[config.mk]
export PLATFORM = sky130hd
export DESIGN_NAME = tns_dec_seq
export DESIGN_NICKNAME = d
export VERILOG_FILES = /design/src/rtl/tns_dec_seq.sv
export SDC_FILE = /design/constraint.sdc
export NUM_CORES = 1
export LEC_CHECK = 0
export ABC_AREA = 1
export BUFFER_PORTS_ARGS = -buffer_cell sky130_fd_sc_hd__buf_2
export CAP_MARGIN = 10
export CORE_ASPECT_RATIO = 0.8
export CORE_MARGIN = 1.5
export CORE_UTILIZATION = 51
export CTS_CLUSTER_DIAMETER = 60
export DETAILED_ROUTE_END_ITERATION = 8
export PLACE_DENSITY = 0.71
export SETUP_SLACK_MARGIN = 0.5
export SLEW_MARGIN = 20
export SYNTH_ARGS = -nofsm -noshare
export SYNTH_HDL_FRONTEND = slang
export SYNTH_SLANG_ARGS = --single-unit
[constraint.sdc]
create_clock -name clk -period 8.2 [get_ports clk]
set_clock_uncertainty 0.05 [all_clocks]
set_input_delay 1.64 -clock clk [delete_from_list [all_inputs] [get_ports clk]]
set_output_delay 1.64 -clock clk [all_outputs]
set_load 0.1 [all_outputs]
[src/rtl/tns_dec_seq.sv]
// tns_dec_seq: sequential 3C1S TNS decoder, one 3-bit group per clock, weights from WTAB.
// Optional overflow flag: define TNS_DEC_OVF_EN to build the carry detection behind err.

`ifndef BLEN05
`define BLEN05 16
`endif

// Fallback NGRP=5 weight set, used when TNS.vh has not been included ahead of this file.
`ifndef TNS05_A
`define TNS01_C 16'd1
`define TNS01_B 16'd2
`define TNS01_A 16'd4
`define TNS02_C 16'd7
`define TNS02_B 16'd14
`define TNS02_A 16'd28
`define TNS03_C 16'd49
`define TNS03_B 16'd98
`define TNS03_A 16'd196
`define TNS04_C 16'd343
`define TNS04_B 16'd686
`define TNS04_A 16'd1372
`define TNS05_C 16'd2401
`define TNS05_B 16'd4802
`define TNS05_A 16'd9604
`endif

module tns_dec_seq #(
  parameter int NGRP = 5,
  parameter int BLEN = `BLEN05,
  parameter logic [3*NGRP*BLEN-1:0] WTAB = {
    `TNS05_A, `TNS05_B, `TNS05_C,
    `TNS04_A, `TNS04_B, `TNS04_C,
    `TNS03_A, `TNS03_B, `TNS03_C,
    `TNS02_A, `TNS02_B, `TNS02_C,
    `TNS01_A, `TNS01_B, `TNS01_C
  }
) (
  input  logic              clk,
  input  logic              rst,
  input  logic              in_valid,
  output logic              in_ready,
  input  logic [3*NGRP-1:0] codein,
  output logic              out_valid,
  input  logic              out_ready,
  output logic [BLEN-1:0]   dataout,
  output logic              busy,
  output logic              err
);

  localparam int CW = (NGRP > 1) ? $clog2(NGRP) : 1;
`ifdef TNS_DEC_OVF_EN
  localparam int PW = BLEN + 2;
`else
  localparam int PW = BLEN;
`endif

  typedef enum logic [1:0] {IDLE = 2'd0, ACC = 2'd1, DONE = 2'd2} state_t;

  state_t            state_reg, state_next;
  logic [3*NGRP-1:0] code_reg;
  logic [BLEN-1:0]   acc_reg, acc_next;
  logic [CW-1:0]     cnt_reg;
  logic [PW-1:0]     psum [NGRP];
  logic [PW-1:0]     psum_sel;
  logic              last_grp;

  // Every group's partial sum is formed in parallel; cnt_reg picks the one to add.
  genvar gi;
  generate
    for (gi = 0; gi < NGRP; gi++) begin : g_grp
      localparam logic [BLEN-1:0] W0 = WTAB[(3*gi)*BLEN +: BLEN];
      localparam logic [BLEN-1:0] W1 = WTAB[(3*gi+1)*BLEN +: BLEN];
      localparam logic [BLEN-1:0] W2 = WTAB[(3*gi+2)*BLEN +: BLEN];
      logic [2:0] g;
      assign g = code_reg[3*gi +: 3];
      assign psum[gi] = (g[0] ? PW'(W0) : '0)
                      + (g[1] ? PW'(W1) : '0)
                      + (g[2] ? PW'(W2) : '0);
    end
  endgenerate

  always_comb begin
    psum_sel = '0;
    for (int i = 0; i < NGRP; i++) begin
      if (cnt_reg == CW'(i)) psum_sel = psum[i];
    end
  end

  assign last_grp = (cnt_reg == '0);

`ifdef TNS_DEC_OVF_EN
  logic [BLEN+2:0] acc_full;
  logic            err_reg;

  assign acc_full = (BLEN+3)'(acc_reg) + (BLEN+3)'(psum_sel);
  assign acc_next = acc_full[BLEN-1:0];

  always_ff @(posedge clk) begin
    if (rst) begin
      err_reg <= 1'b0;
    end else if (state_reg == IDLE && in_valid) begin
      err_reg <= 1'b0;
    end else if (state_reg == ACC && (|acc_full[BLEN+2:BLEN])) begin
      err_reg <= 1'b1;
    end
  end

  assign err = err_reg;
`else
  assign acc_next = acc_reg + psum_sel;
  assign err      = 1'b0;
`endif

  always_ff @(posedge clk) begin
    if (rst) state_reg <= IDLE;
    else     state_reg <= state_next;
  end

  always_comb begin
    state_next = state_reg;
    case (state_reg)
      IDLE:    if (in_valid)  state_next = ACC;
      ACC:     if (last_grp)  state_next = DONE;
      DONE:    if (out_ready) state_next = IDLE;
      default: state_next = IDLE;
    endcase
  end

  always_comb begin
    in_ready  = 1'b0;
    out_valid = 1'b0;
    busy      = 1'b0;
    case (state_reg)
      IDLE:    in_ready = !rst;
      ACC:     busy = 1'b1;
      DONE: begin
        busy      = 1'b1;
        out_valid = 1'b1;
      end
      default: ;
    endcase
  end

  // Groups are consumed MSB first, so cnt starts at NGRP-1 and counts down to 0.
  always_ff @(posedge clk) begin
    if (rst) begin
      code_reg <= '0;
      acc_reg  <= '0;
      cnt_reg  <= '0;
    end else begin
      case (state_reg)
        IDLE: if (in_valid) begin
          code_reg <= codein;
          acc_reg  <= '0;
          cnt_reg  <= CW'(NGRP - 1);
        end
        ACC: begin
          acc_reg <= acc_next;
          cnt_reg <= cnt_reg - CW'(1);
        end
        default: ;
      endcase
    end
  end

  assign dataout = acc_reg;

endmodule

==> results by group, run 1 <==
Global route
  – GRT Util Overall: 23.5%
  – Largest net degree at the start of global routing: 38
  – Gr ovfl total: 0
  – Initial antenna violation count: 0
  – First-pass GRT wire length: 13500 um
  – Number of global-route vias before repair: 2889

Worst setup path
  – Data required time of the worst path: 6.51 ns
  – Largest fanout of any net on the critical path: 37
  – Capturing element type of the critical path: output port
  – Startpoint type of the worst setup path: input port
  – Kind of critical path: in2out
  – Arrival time of the worst setup path: 2.63 ns

Clocking
  – Clock-pin slew on the worst setup and hold paths: 0.08 ns
  – Number of gates given a new drive strength after cts: 0
  – Number of hold buffers added after CTS: 0
  – Number of buffers on the longest clock path: 2
  – TritonCTS clock tree: yes
  – Clock Root Buffer: sky130_fd_sc_hd__clkbuf_8
  – Number of buffers created by CTS: 5
  – Clock latency reported for the late side of the worst-skew pair: 0.30 ns
  – Number of levels the H-tree was split into: 2
  – # Post-CTS Setup Buffers: 0
  – Clock sink count: 36

Placed design
  – Count of buffers from port buffering: 37
  – Routability congestion estimate: 0.893
  – Place WS: 3.88 ns
  – HPWL reported at the end of detailed placement: 6320 um

Synthesis
  – Post-synth EDFFs: 0
  – Library cell occupying the most area in the post-synthesis netlist: sky130_fd_sc_hd__dfxtp_1
  – Post-Synthesis Net Count: 577
  – Sequential element share of the synthesized area: 21.0%
  – Most used standard cells in the synthesized netlist: sky130_fd_sc_hd__nand2_1 (127), sky130_fd_sc_hd__inv_1 (79), sky130_fd_sc_hd__a21oi_1 (44), sky130_fd_sc_hd__ha_1 (43), sky130_fd_sc_hd__dfxtp_1 (36)
  – Synth area leaders: sky130_fd_sc_hd__dfxtp_1 (21%), sky130_fd_sc_hd__ha_1 (16%), sky130_fd_sc_hd__nand2_1 (14%)
  – Cells after Synth: 506
  – Number of flip-flops and latches in the synthesized netlist: 36
  – Total standard cell area after synthesis: 3430 um2
  – Post-synth top flop: sky130_fd_sc_hd__dfxtp_1
  – Most used standard cell by instance count after synthesis: sky130_fd_sc_hd__nand2_1
  – Ys Warns: 0
  – Fraction of registers with async set/reset: 0%
  – Top cell type's share of synthesized area: 21.0%
  – Mean instance size in the synthesized netlist: 6.78 um2
  – Number of distinct library cell variants in the gate-level netlist after synthesis: 41

Timing
  – Unrepaired setup endpoints after global routing: no
  – Setup_tns: 0 ns
  – Final setup violation count: 0
  – Min setup slack post-route: 3.88 ns
  – Final Max Tran Viols: 0
  – Period utilization: 52.7%
  – Worst slew margin relative to its limit: 51.8%
  – Hold Violations, Final: 0
  – Final-layout worst hold slack: 0.419 ns
  – Maximum clock rate: 232 MHz
  – Final period demand of the worst path: 4.32 ns
  – Least-Margin Pin Slew: 0.723 ns

Power
  – Worst IR drop on VDD: 0.315 mV
  – PD cells: 262 nW/um2
  – Post-layout power: 0.977 mW
  – Leakage power total: 1.97 nW

Cells and area
  – Final Net Count: 609
  – Number of fill cells: 658
  – Utilization of the core after routing: 57.8%
  – Largest register FFs: 16
  – Layout overhead on the synthesized area: 8.53%
  – Fraction of layout instances using a drive strength above 1: 13.5%
  – Antenna diode count: 0

Run status
  – Run status: completed

Routing
  – Number of iterations in the first detailed-routing pass: 4
  – Post-route antenna net violation count: 0
  – Detailed router's first-iteration violation count: 175
  – Count of vias placed by the detailed router: 3210
  – Wire length after detailed routing: 7910 um
  – Drc violations: 0
  – Routed length per instance: 12.7 um
  – Drt via density: 5.15

Flow run
  – Max capacitance violation total: 0

Floorplanning
  – Rows: 26
  – Floorplan Core Area: 6440 um2
  – Effective utilization at floorplan: 53.3%
  – Die H: 76.4 um
  – I/O pin cnt: 39
  – Die Span X: 94.7 um
  – Die outline area: 7230 um2

Worst hold path
  – Path category of the worst min-delay check: reg2reg
cells in the final DEF, fill, tap and decap left out, types with 5 or more instances in the layout:
| cell | netlist | final |
|---|---|---|
| sky130_fd_sc_hd__nor2_2 | 5 | 5 |
| sky130_fd_sc_hd__o22ai_1 | 5 | 5 |
| sky130_fd_sc_hd__o21ai_0 | 20 | 20 |
| sky130_fd_sc_hd__nand2_2 | 6 | 6 |
| sky130_fd_sc_hd__clkbuf_8 | 0 | 5 |
| sky130_fd_sc_hd__inv_1 | 79 | 79 |
| sky130_fd_sc_hd__dfxtp_1 | 36 | 36 |
| sky130_fd_sc_hd__nand4_1 | 5 | 5 |
| sky130_fd_sc_hd__nand3_1 | 32 | 32 |
| sky130_fd_sc_hd__a211oi_1 | 11 | 11 |
| sky130_fd_sc_hd__buf_2 | 2 | 37 |
| sky130_fd_sc_hd__nor2_1 | 35 | 35 |
| sky130_fd_sc_hd__fa_1 | 9 | 9 |
| sky130_fd_sc_hd__nand2_1 | 127 | 127 |
| sky130_fd_sc_hd__a21oi_1 | 44 | 44 |
| sky130_fd_sc_hd__ha_1 | 43 | 43 |
kinds of logic (layout without fill, tap and decap cells):
kind of cell / Yosys count / in the layout / synth area share, %
adders and majority gates: 52 / 52 / 20.9
DFF: 36 / 36 / 21.0
other: 1 / 1 / 0.109
AOI/OAI and AO/OA: 94 / 94 / 16.3
buffers and inverters: 94 / 127 / 11.4
xor gates and xnor gates: 5 / 5 / 1.28
and+or+nand+nor: 224 / 224 / 28.9
worst max-delay path, cell delays in order:
cell and delay [ns]:
sky130_fd_sc_hd__buf_2 0.56, sky130_fd_sc_hd__nor2_1 0.10, sky130_fd_sc_hd__buf_2 0.32
where the power goes:
group / total, mW / internal (mW) / switching [mW]
clock: 0.134 / 0.0594 / 0.0749
sequential: 0.258 / 0.210 / 0.0479
combinational: 0.585 / 0.168 / 0.416
metrics by stage:
stage                     area [um2]  instances
after CTS                       3720        623
after detailed placement        3640        615
final                           3720        623
after global placement          3640        615
after global routing            3720        623
after floorplan                 3430        506
final timing paths:
check                    start          end  slack [ns]  depth (start not counted)
hold / removal     code_reg[0]  code_reg[0]        0.42                          2
hold reg to reg    code_reg[0]  code_reg[0]        0.42                          2
setup reg to reg  code_reg[10]  dataout[12]        4.63                         20
setup / recovery           rst     in_ready        3.88                          3
metal layers:
layer  up-vias  GRT usage, %  share of wire (%)
li1       1704             -                  -
met1      1433          35.0                 51
met2        71          35.0                 44
met3         2          4.09                5.0
met4         0          5.07               0.38
met5         -             0                  0
area by class of cell:
cell class                 count  area, um2  area share, %
multi-input combinational    376       2320           62.2
inverter                      82        308           8.26
sequential                    36        721           19.3
clock buffer                   5       68.8           1.85
timing repair buffer          37        185           4.97
tap                           84        105           2.82
clock inverter                 3       18.8          0.504
No activity file was read; power rests on OpenSTA's default activity.
==> run 2: changes to the inputs <==
PLACE_DENSITY = 0.74   (was 0.71)
clock period = 3.8 ns   (was 8.2 ns; I/O delays follow)
==> results by group, run 2 (synthesized netlist as in run 1, its figures left out) <==
Run status
  – Run status: completed

Cells and area
  – Leading cell type in the layout, fill and taps excluded: sky130_fd_sc_hd__nand2_1
  – Fraction of layout instances using a drive strength above 1: 23.8% (+10 points)
  – Final Net Count: 617 (+1.3%)
  – Antenna diode count: 0 (unchanged)
  – Commonest cells after routing, fill and taps aside: sky130_fd_sc_hd__nand2_1 (112), sky130_fd_sc_hd__inv_1 (77), sky130_fd_sc_hd__a21oi_1 (37), sky130_fd_sc_hd__buf_2 (37), sky130_fd_sc_hd__ha_1 (36)
  – Utilization of the core after routing: 62.5% (+4.7 points)
  – Layout overhead on the synthesized area: 17.3%
  – Largest register FFs: 16 (unchanged)

Placed design
  – HPWL reported at the end of detailed placement: 6490 um (+2.6%)
  – Count of buffers from port buffering: 37 (unchanged)
  – Routability congestion estimate: 0.931 (+4.2%)

Routing
  – Wire length after detailed routing: 8950 um (+13%)
  – Drc violations: 0 (unchanged)
  – Number of iterations in the first detailed-routing pass: 5 (+1)
  – Routed length per instance: 14.2 um (+12%)
  – Detailed router's first-iteration violation count: 245 (+40%)
  – Count of vias placed by the detailed router: 3386 (+5.5%)
  – Drt via density: 5.37 (+4.1%)
  – Post-route antenna net violation count: 0 (unchanged)

Clocking
  – Number of buffers created by CTS: 5 (unchanged)
  – Number of hold buffers added after CTS: 0 (unchanged)
  – Clock Root Buffer: sky130_fd_sc_hd__clkbuf_8
  – Number of buffers on the longest clock path: 2 (unchanged)
  – Clock latency reported for the late side of the worst-skew pair: 0.30 ns (about the same)
  – Number of levels the H-tree was split into: 2 (unchanged)
  – Clock sink count: 36 (unchanged)
  – Clock-pin slew on the worst setup and hold paths: 0.08 ns (about the same)
  – TritonCTS clock tree: yes

Timing
  – Final Max Tran Viols: 0 (unchanged)
  – Hold Violations, Final: 0 (unchanged)
  – Unrepaired setup endpoints after global routing: yes
  – Least-Margin Pin Slew: 0.674 ns (-0.0487 ns)
  – Maximum clock rate: 303 MHz
  – Final setup violation count: 0 (unchanged)
  – Final period demand of the worst path: 3.30 ns
  – Period utilization: 86.9%
  – Setup_tns: 0 ns (unchanged)
  – Worst slew margin relative to its limit: 55.0% (+3.2 points)

Power
  – Leakage power total: 2.05 nW (+3.7%)
  – Worst IR drop on VDD: 0.862 mV (+170%)
  – Logic pwr share: 60.5% (+0.7 points)
  – Clock power frac: 15.2% (+1.5 points)
  – Sequential fraction of design power: 24.4% (-2.0 points)
  – Design internal power: 1.10 mW (+150%)
  – Switching share of power: 53.1% (-2.1 points)
  – Switching power of the nets: 1.25 mW (+130%)
  – PD cells: 583 nW/um2 (+120%)

Floorplanning
  – Die H: 76.4 um (unchanged)
  – Effective utilization at floorplan: 53.3% (unchanged)
  – Die outline area: 7230 um2 (unchanged)
  – Die Span X: 94.7 um (unchanged)
  – Floorplan Core Area: 6440 um2 (unchanged)
  – Rows: 26 (unchanged)
  – I/O pin cnt: 39 (unchanged)

Worst setup path
  – Largest fanout of any net on the critical path: 5 (-86%)
  – Startpoint type of the worst setup path: flip-flop
  – Arrival time of the worst setup path: 3.48 ns (+0.85 ns)
  – Kind of critical path: reg2reg
  – Capturing element type of the critical path: flip-flop
  – Data required time of the worst path: 3.98 ns (-2.53 ns)

Global route
  – Number of global-route vias before repair: 3063 (+6.0%)
  – Gr ovfl total: 0 (unchanged)
  – GRT Util Overall: 25.0% (+1.6 points)
  – First-pass GRT wire length: 14300 um (+6.4%)
  – Largest net degree at the start of global routing: 37 (-2.6%)
  – Initial antenna violation count: 1 (+1)

Flow run
  – Max capacitance violation total: 0 (unchanged)

Worst hold path
  – Path category of the worst min-delay check: reg2reg
## run 2: per-stage QoR
step	power (mW)	std cells	setup slack, ns	area, um2	hold WS [ns]
after floorplan	1.60	506	0.561	3430	0.395
after global placement	1.81	616	0.386	3640	0.407
after detailed placement	1.83	616	0.251	3640	0.427
after CTS	2.23	626	0.513	3800	0.440
after global routing	2.53	631	0.376	4030	0.466
final	2.35	631	0.499	4030	0.436
## run 2: routing by layer
| metal | vias up | routed length (um) | GRT usage [%] |
|---|---|---|---|
| met4 | 2 | 133 | 6.12 |
| met1 | 1531 | 4030 | 35.9 |
| met2 | 124 | 4130 | 38.0 |
| met5 | - | 12 | 0 |
| li1 | 1714 | - | - |
| met3 | 15 | 638 | 5.39 |
## run 2: final cells by class
| type | count | area (um2) |
|---|---|---|
| clock buffer | 5 | 68.8 |
| clock inverter | 3 | 42.5 |
| fill | 595 | 2410 |
| inverter | 82 | 308 |
| multi-input combinational | 376 | 2510 |
| sequential | 36 | 741 |
| tap | 84 | 105 |
| timing repair buffer | 45 | 249 |
## run 2: critical path: stages, from the launching register on
cell and delay [ns]:
sky130_fd_sc_hd__dfxtp_4 0.38, sky130_fd_sc_hd__fa_1 0.49, sky130_fd_sc_hd__ha_2 0.22, sky130_fd_sc_hd__fa_2 0.36
sky130_fd_sc_hd__nand2_2 0.12, sky130_fd_sc_hd__nand2_4 0.07, sky130_fd_sc_hd__a21oi_2 0.16, sky130_fd_sc_hd__o21ai_2 0.07
sky130_fd_sc_hd__o311ai_2 0.10, sky130_fd_sc_hd__ha_1 0.35, sky130_fd_sc_hd__nand2_2 0.10, sky130_fd_sc_hd__inv_1 0.05
sky130_fd_sc_hd__nand2_1 0.07, sky130_fd_sc_hd__nand2_2 0.06, sky130_fd_sc_hd__a21oi_2 0.19, sky130_fd_sc_hd__nand2_1 0.08
sky130_fd_sc_hd__nand2_1 0.07, sky130_fd_sc_hd__nand3_2 0.07, sky130_fd_sc_hd__a21oi_2 0.16
## run 2: worst paths after layout
path	start	slack (ns)	to	cells after the start
worst min-delay path	dataout[3]	0.44	dataout[3]	2
worst max-delay path	code_reg[11]	0.50	dataout[13]	18
worst min register to register	dataout[3]	0.44	dataout[3]	2
worst max register to register	code_reg[11]	0.50	dataout[13]	18
## run 2: timing repair
action / in CTS / in global routing
setup buffers: 2 / 5
pin swaps: 4 / 26
endpoints found under the setup margin: 11 / 11
gates resized for setup: 17 / 52
## run 2: power by group through the flow
stage / combinational [mW] / clock, mW / sequential (mW)
final: 1.42 / 0.356 / 0.571
after CTS: 1.30 / 0.365 / 0.567
after global routing: 1.57 / 0.380 / 0.584
after global placement: 1.24 / 0 / 0.564
after detailed placement: 1.27 / 0 / 0.568
after floorplan: 0.960 / 0 / 0.641
